--- config.mk ---
export PLATFORM = sky130hd
export DESIGN_NAME = uart_tx_fifo_flat
export DESIGN_NICKNAME = d
export VERILOG_FILES = /design/src/rtl/uart_tx_fifo_if.sv /design/src/rtl/uart_tx_fifo.sv /design/src/flat_wrapper.sv
export SDC_FILE = /design/constraint.sdc
export NUM_CORES = 1
export LEC_CHECK = 0
export BUFFER_PORTS_ARGS = -buffer_cell sky130_fd_sc_hd__buf_2
export CORE_AREA = 2 2 107 109
export DETAILED_ROUTE_END_ITERATION = 10
export DIE_AREA = 0 0 109 111
export PLACE_DENSITY = 0.42
export REMOVE_ABC_BUFFERS = 1
export SYNTH_ARGS = -nofsm -noshare
export SYNTH_HDL_FRONTEND = slang
export SYNTH_SLANG_ARGS = --single-unit
--- constraint.sdc ---
create_clock -name clock -period 2.6 [get_ports clock]
set_input_delay 0.26 -clock clock [delete_from_list [all_inputs] [get_ports clock]]
set_output_delay 0.26 -clock clock [all_outputs]
set_load 0.03 [all_outputs]
--- src/rtl/uart_tx_fifo_if.sv ---
// Byte-feed handshake into the buffered UART transmitter.
// The producer drives valid/byte; the transmitter answers with ready.
interface uart_tx_fifo_if;
    logic       in_valid;
    logic [7:0] in_byte;
    logic       in_ready;

    modport master (output in_valid, output in_byte, input in_ready);
    modport slave  (input in_valid, input in_byte, output in_ready);
endinterface

--- src/rtl/uart_tx_fifo.sv ---
// Buffered 8N1 UART transmitter: bytes enter a small FIFO over valid/ready
// and are serialised LSB first onto an idle-high line.
module uart_tx_fifo #(
    parameter int CLKS_PER_BIT = 218,
    parameter int DEPTH        = 4
) (
    input  logic          reset,
    input  logic          clock,
    uart_tx_fifo_if.slave feed,
    output logic          tx,
    output logic          tx_busy
);
    localparam int PW = $clog2(DEPTH);
    localparam int CW = PW + 1;
    localparam logic [7:0]    LAST_TICK  = 8'(CLKS_PER_BIT - 1);
    localparam logic [CW-1:0] FULL_COUNT = CW'(DEPTH);

    typedef enum logic [1:0] {IDLE, START, DATA, STOP} state_t;

    state_t        state;
    logic [7:0]    mem [DEPTH];
    logic [PW-1:0] wr_ptr;
    logic [PW-1:0] rd_ptr;
    logic [CW-1:0] count;
    logic [7:0]    shift;
    logic [7:0]    timer;
    logic [2:0]    bit_index;
    logic          full;
    logic          push;
    logic          pop;
    logic          bit_end;

    // A full FIFO refuses writes even when a pop frees a slot on the same edge.
    assign full          = (count == FULL_COUNT);
    assign feed.in_ready = !full;
    assign push          = feed.in_valid && !full;
    assign bit_end       = (timer == LAST_TICK);
    assign pop           = (count != '0) && ((state == IDLE) || (state == STOP && bit_end));
    assign tx_busy       = (state != IDLE) || (count != '0);

    always_ff @(posedge clock) begin
        if (push) begin
            mem[wr_ptr] <= feed.in_byte;
        end
    end

    always_ff @(posedge clock or posedge reset) begin
        if (reset) begin
            wr_ptr <= '0;
            rd_ptr <= '0;
            count  <= '0;
        end else begin
            if (push) begin
                wr_ptr <= wr_ptr + PW'(1);
            end
            if (pop) begin
                rd_ptr <= rd_ptr + PW'(1);
            end
            if (push && !pop) begin
                count <= count + CW'(1);
            end else if (!push && pop) begin
                count <= count - CW'(1);
            end
        end
    end

    // tx is loaded with the level of the state being entered, so it changes
    // on the same edge as the transition and never glitches.
    always_ff @(posedge clock or posedge reset) begin
        if (reset) begin
            state     <= IDLE;
            tx        <= 1'b1;
            shift     <= '0;
            timer     <= '0;
            bit_index <= '0;
        end else begin
            case (state)
                IDLE: begin
                    timer <= '0;
                    tx    <= 1'b1;
                    if (pop) begin
                        shift <= mem[rd_ptr];
                        state <= START;
                        tx    <= 1'b0;
                    end
                end
                START: begin
                    if (bit_end) begin
                        timer     <= '0;
                        bit_index <= '0;
                        state     <= DATA;
                        tx        <= shift[0];
                    end else begin
                        timer <= timer + 8'd1;
                    end
                end
                DATA: begin
                    if (bit_end) begin
                        timer <= '0;
                        shift <= {1'b0, shift[7:1]};
                        if (bit_index == 3'd7) begin
                            state <= STOP;
                            tx    <= 1'b1;
                        end else begin
                            bit_index <= bit_index + 3'd1;
                            tx        <= shift[1];
                        end
                    end else begin
                        timer <= timer + 8'd1;
                    end
                end
                STOP: begin
                    if (bit_end) begin
                        timer <= '0;
                        if (pop) begin
                            shift <= mem[rd_ptr];
                            state <= START;
                            tx    <= 1'b0;
                        end else begin
                            state <= IDLE;
                            tx    <= 1'b1;
                        end
                    end else begin
                        timer <= timer + 8'd1;
                    end
                end
                default: begin
                    state <= IDLE;
                    tx    <= 1'b1;
                end
            endcase
        end
    end
endmodule

--- src/flat_wrapper.sv ---
// flat-port wrapper written by rule: the top's interface ports become plain ports
module uart_tx_fifo_flat 
#(
    parameter int CLKS_PER_BIT = 218,
    parameter int DEPTH        = 4
)
  (reset, clock, tx, tx_busy, feed_in_valid, feed_in_byte, feed_in_ready);
  uart_tx_fifo_if feed_i ();
  input  logic reset;
  input  logic clock;
  output logic tx;
  output logic tx_busy;
  input wire logic [$bits(feed_i.in_valid)-1:0] feed_in_valid;
  input wire logic [$bits(feed_i.in_byte)-1:0] feed_in_byte;
  output wire logic [$bits(feed_i.in_ready)-1:0] feed_in_ready;
  assign feed_i.in_valid = feed_in_valid;
  assign feed_i.in_byte = feed_in_byte;
  assign feed_in_ready = feed_i.in_ready;
  uart_tx_fifo #(.CLKS_PER_BIT(CLKS_PER_BIT), .DEPTH(DEPTH)) u_core (.reset(reset), .clock(clock), .feed(feed_i), .tx(tx), .tx_busy(tx_busy));
endmodule
After elaboration in Yosys (flattened, before gate mapping) --
Memories as Yosys holds them, arrays and structs flattened. Cells that the tools add are included.
Word-level totals: register bits after elaboration 29, memory bits (writable) 32, bits of input ports 11, output and inout port bits 3, word-level logic and storage cells 75, memories kept 1
Memories:
- u_core.mem | depth 4, bits a word 8, read ports 1, clocked after Yosys merged registers in 0, write ports 1, RTL line uart_tx_fifo.sv:21 | logic [7:0] mem [DEPTH];
Cells by class: add/sub/neg operators 6, eq/ne operators 12, mux-type cells 27, reductions and logical operators 21
Operators with widths (number):
- 8-bit two-way mux | 4
- 8-bit case mux with 3 select lines | 1
- 8-bit case mux with 2 select lines | 1
- 3-bit two-way mux | 5
- 2-bit two-way mux | 5
- 2-bit by 1-bit inequality test with 1-bit output (second input constant) | 5
- 8-bit by 1-bit adder with 8-bit output (second input constant) | 1
- 8-bit equality test (second input constant) | 1
- 1-bit two-way mux | 8
- 2-bit case mux with 4 select lines | 1
- 3-bit by 1-bit adder with 3-bit output (second input constant) | 2
- 3-bit equality test (second input constant) | 2
- 3-bit case mux with 2 select lines | 1
- 3-bit AND reduction | 2
- 2-bit nonzero test | 3
- 3-bit nonzero test | 2
- 1-bit logical AND | 5
- 5-bit AND reduction | 1
- 2-bit by 1-bit adder with 2-bit output (second input constant) | 2
- 2-bit equality test (second input constant) | 2
- 1-bit case mux with 4 select lines | 1
- 4-bit AND reduction | 1
- 1-bit zero test | 3
- 3-bit OR reduction | 1
- 5 further kinds | 6

Depth between registers and ports, before layout --
word-level depth 7, depth in mapped cells 11, depth with buffers taken out 11

Worst setup path after synthesis --
Ideal clock, no wire load.
path kind register to register, start reg u_core.state[0], end reg u_core.count[2], library setup time 79 ps, data arrival time 2192 ps, data required time 2521 ps, setup slack 329 ps, stages on the path, launching flop included 11, buffers on the path 0, period minus slack after synthesis 2271 ps, path through dfrtp_1 > ha_1 > o31a_1 > a32o_1 > inv_2 > ha_1 > inv_1 > fa_1 > xor2_1 > nor2_1 > xor2_1
Between the ends: longest elaborated chain between the ends 7, elaborated cells between the ends (all ways) 10, classes of those cells eq/ne (1); mux (1); reduce/logical (8)
RTL lines:
- start, declared | RTL line uart_tx_fifo.sv:20 | state_t state;
- start signal, assigned | RTL line uart_tx_fifo.sv:71 | state <= IDLE;
- start signal, assigned | RTL line uart_tx_fifo.sv:83 | state <= START;
- start signal, assigned | RTL line uart_tx_fifo.sv:91 | state <= DATA;
- 2-bit equality test | RTL line uart_tx_fifo.sv:38 | assign pop = (count != '0) && ((state == IDLE) || (state == STOP && bit_end));
- 1-bit logical AND | RTL line uart_tx_fifo.sv:38
- 1-bit logical OR * | RTL line uart_tx_fifo.sv:38
- 1-bit logical AND * | RTL line uart_tx_fifo.sv:38
- 1-bit zero test | RTL line uart_tx_fifo.sv:59 | if (push && !pop) begin
- 1-bit logical AND | RTL line uart_tx_fifo.sv:59
- 3-bit two-way mux or 2-bit nonzero test (tied branches)
- end signal, assigned | RTL line uart_tx_fifo.sv:60 | count <= count + CW'(1);
- end signal, assigned | RTL line uart_tx_fifo.sv:62 | count <= count - CW'(1);
- end, declared | RTL line uart_tx_fifo.sv:24 | logic [CW-1:0] count;
Mark *: on every way between the ends. The rest lies on a longest branch, timed or not. A chain may end at the register's enable or synchronous reset.

Worst setup path after layout --
start reg u_core.timer[0], end reg u_core.count[2]
Between the ends: longest elaborated chain between the ends 7, elaborated cells between the ends (all ways) 9, classes of those cells eq/ne (1); mux (1); reduce/logical (7)
RTL lines:
- start, declared | RTL line uart_tx_fifo.sv:26 | logic [7:0] timer;
- start signal, assigned | RTL line uart_tx_fifo.sv:94 | timer <= timer + 8'd1;
- start signal, assigned | RTL line uart_tx_fifo.sv:109 | timer <= timer + 8'd1;
- start signal, assigned | RTL line uart_tx_fifo.sv:124 | timer <= timer + 8'd1;
- 8-bit equality test * | RTL line uart_tx_fifo.sv:37 | assign bit_end = (timer == LAST_TICK);
- 1-bit logical AND * | RTL line uart_tx_fifo.sv:38
- 1-bit logical OR * | RTL line uart_tx_fifo.sv:38
- 1-bit logical AND * | RTL line uart_tx_fifo.sv:38
- 1-bit zero test | RTL line uart_tx_fifo.sv:59
- 1-bit logical AND | RTL line uart_tx_fifo.sv:59
- 3-bit two-way mux or 2-bit nonzero test (tied branches)
Marks and branches as above.

==> impl_results.md <==
* Clk buf depth at 2
* Register bit total from synthesis at roughly 60
* Drt pass-1 iters at 4
* R2R cell count at 10
* Crit path max fanout at 4
* Post-Synthesis Cells at a little over 200
* Post-CTS Setup Inserts at 0
* CP endpoint kind: flop
* Die Ht at around 110 um
* Clock Power Share at between 40 and 50%
* Cts bufs inserted at 9
* Power per cell area at around 800 nW/um^2
* WL/cell at ~14 um
* Min cycle time layout at ~2.3 ns
* EDFF count, synth at 32
* Switch share at between 20% and 30%
* RSZ-0062 raised after global routing: false
* Clock Sinks at just over 60
* Cts repair resizes at 0
* Number of global-route vias before repair at between 1.5k and 2k
* Clock-pin slew on the worst setup and hold paths at roughly 0.06 ns
* DRC at 0
* Setup_tns at 0 ns
* Post-Synthesis Cell Area at 2870 um^2
* DR vias at roughly 1.7k
* Yosys top cell by area: edfxtp_1
* Logic gate share of total power at between 10% and 20%
* Die width at between 100 and 150 um
* DR vias/cell at roughly 4.4
* Share of layout cells above drive strength 1 at ~25%
* Detailed Place HPWL at about 3600 um
* Maxcap violations at 0
* Placed cell areas at 3130 um^2
* Routability cong. at about 0.7
* CTS tree: done
* Latest clock arrival within the worst-skew pair at around 0.32 ns
* Ant diodes at 0
* Ys Warns at 0
* Max-slew violation count at 0
* Async S/R FF share, synth at 47.5%
* Overall power at between 2 and 3 mW
* Rows at 39
* Rel. slew slack at 59.6%
* Register area share after synthesis at around three fifths
* Synth top area cells: edfxtp_1 33%, dfrtp_1 24%, mux4_2 6.3%, ha_1 6.1%, a2bb2oi_2 3.1%
* Status: finished clean
* Highest clock rate at 0.435 GHz
* Flop-to-flop setup slack at ~0.30 ns
* Worst r2r dst: u_core.count[2]$_DFFE_PP0P_
* Core Box Area at around 11000 um^2
* GR Util All Layers at 9.89%
* Power Internal at roughly 2.0 mW
* Die area at about 12000 um^2
* Finished Cell Area at between 3000 and 4000 um^2
* Clock skew at between 0.005 and 0.006 ns
* First-pass GRT wire length at 8880 um
* DRT Wirelength at about 5400 um
* Kind of critical path: reg2reg
* DRT iter0 DRCs at 44
* Leakage at ~1.3 nW
* CP Launch Type: flop
* P&R area growth vs syn at 19.2%
* Initial antenna violation count at 0
* Seq pwr share at a little under half
* Top FF cell, synth: edfxtp_1
* Sw power at 0.684 mW
* Final setup fails at 0
* Final hold violation count at 0
* Net count reported at finish at between 200 and 300
* Worst path required time at roughly 2.9 ns
* Yosys cell types at between 40 and 50
* Largest net degree at the start of global routing at 30
* IO Port Bufs at 13
* Initial Utilization at between 20% and 30%
* Hold WC Path Type: in2async
* Final Cycle Share at between 80% and 90%
* CTS Hold Buffers Added at 0
* Antenna Nets Post-Route at 0
* Critical path arrival at roughly 2.6 ns
* Total gr overflow at 0
* # H-tree levels at 3
* Avg Cell Area, Syn at around 14 um^2
* RR Startpoint: u_core.timer[0]$_DFF_PP0_
* Pin slew with the least headroom to its limit at just over 0.6 ns
* # IOs at 14
* Yosys top cell area share at around 33%
* Worst VDD drop at between 0.4 and 0.5 mV
* Root buffer cell: clkbuf_16
[worst max-delay path by stage]
stage	from	to	slack (ns)
after global routing	u_core.state[0]$_DFFE_PP0P_	u_core.count[2]$_DFFE_PP0P_	0.14
after floorplan	u_core.state[0]$_DFFE_PP0P_	u_core.count[2]$_DFFE_PP0P_	0.20
after CTS	u_core.timer[0]$_DFF_PP0_	u_core.count[2]$_DFFE_PP0P_	0.29
after global placement	u_core.state[0]$_DFFE_PP0P_	u_core.count[2]$_DFFE_PP0P_	0.33
after detailed placement	u_core.timer[0]$_DFF_PP0_	u_core.count[2]$_DFFE_PP0P_	0.30
final	u_core.timer[0]$_DFF_PP0_	u_core.count[2]$_DFFE_PP0P_	0.30
[layout make-up]
cell class | instances | area [um^2]
Clock buffer | 9 | 225
Clock inverter | 7 | 66.3
Fill cell | 1083 | 7660
Inverter | 11 | 41.3
Multi-Input combinational cell | 124 | 1110
Sequential cell | 61 | 1690
Tap cell | 143 | 179
Timing Repair Buffer | 19 | 110
[registers in the layout, indices dropped and copies added (netlist names)]
name and count:
u_core.mem 32, u_core.count 3, u_core.timer 8, u_core.rd_ptr 2, u_core.wr_ptr 2, u_core.shift 8
u_core.tx 1, u_core.bit_index 3, u_core.state 2
[worst max-delay path, cell delays in order (launching register included)]
cell	delay [ns]
dfrtp_1	0.40
ha_1	0.23
nor3b_2	0.18
a32o_1	0.28
inv_2	0.06
ha_1	0.18
inv_1	0.07
fa_1	0.43
xor2_1	0.15
nor2_1	0.11
xor2_1	0.14
[cell families (layout without fill, tap and decap cells)]
logic type      count (synthesis)  after routing  synth area share [%]
compound gates                 34             34                  11.5
mux                            11             11                  7.46
simple gates                   53             53                  9.64
buf+inv                        17             46                  2.44
fa+ha+maj                      15             15                  6.80
flops                          61             61                  58.8
xor+xnor                       11             11                  3.36
[Yosys cell counts, drive strengths merged (4+ instances only)]
cell type,number
a22o,5
a2bb2oi,6
and3,5
dfrtp,28
edfxtp,32
ha,14
inv,11
mux4,8
nand2,8
nand3,7
nor2,18
o21ai,6
o2bb2ai,5
xnor2,7
xor2,4
[cells in the final DEF, fill, tap and decap left out, drive strengths merged, types with 4 or more instances in the layout]
cell type | netlist | routed
dfrtp | 28 | 28
ha | 14 | 14
nand2 | 8 | 8
a2bb2oi | 6 | 6
clkbuf | 3 | 9
and3 | 5 | 5
buf | 3 | 19
a22o | 5 | 5
inv | 11 | 11
o2bb2ai | 5 | 5
xor2 | 4 | 4
o21ai | 6 | 6
edfxtp | 32 | 32
nand3 | 7 | 7
nor2 | 18 | 18
xnor2 | 7 | 7
mux4 | 8 | 8
[power by group through the flow]
stage          sequential (mW)  combinational [mW]  clock [mW]
2_1_floorplan             1.24               0.237           0
3_3_place_gp              1.27               0.324           0
3_5_place_dp              1.27               0.327           0
4_1_cts                   1.25               0.328        1.20
5_1_grt                   1.26               0.362        1.24
6_report                  1.25               0.315        1.16
[metal layers]
metal | up-vias | wire length [um] | share of wire [%] | global-route usage, %
met3 | 5 | 189 | 3.5 | 3.00
met4 | 0 | 58 | 1.1 | 4.10
met2 | 28 | 2560 | 48 | 15.0
li1 | 805 | - | - | -
met1 | 818 | 2550 | 48 | 13.0
met5 | - | 0 | 0 | 0
[per-stage QoR]
step | worst slack [ns] | util, % | hold slack (ns) | cells
after floorplan | 0.204 | - | 0.337 | 196
after global placement | 0.328 | 28.3 | 0.375 | 358
after detailed placement | 0.304 | 28.3 | 0.382 | 358
after CTS | 0.291 | 30.9 | 0.0321 | 374
after global routing | 0.143 | 30.9 | 0.0510 | 374
final | 0.300 | 30.9 | 0.0119 | 374
Power figures use the tool's default switching activity.
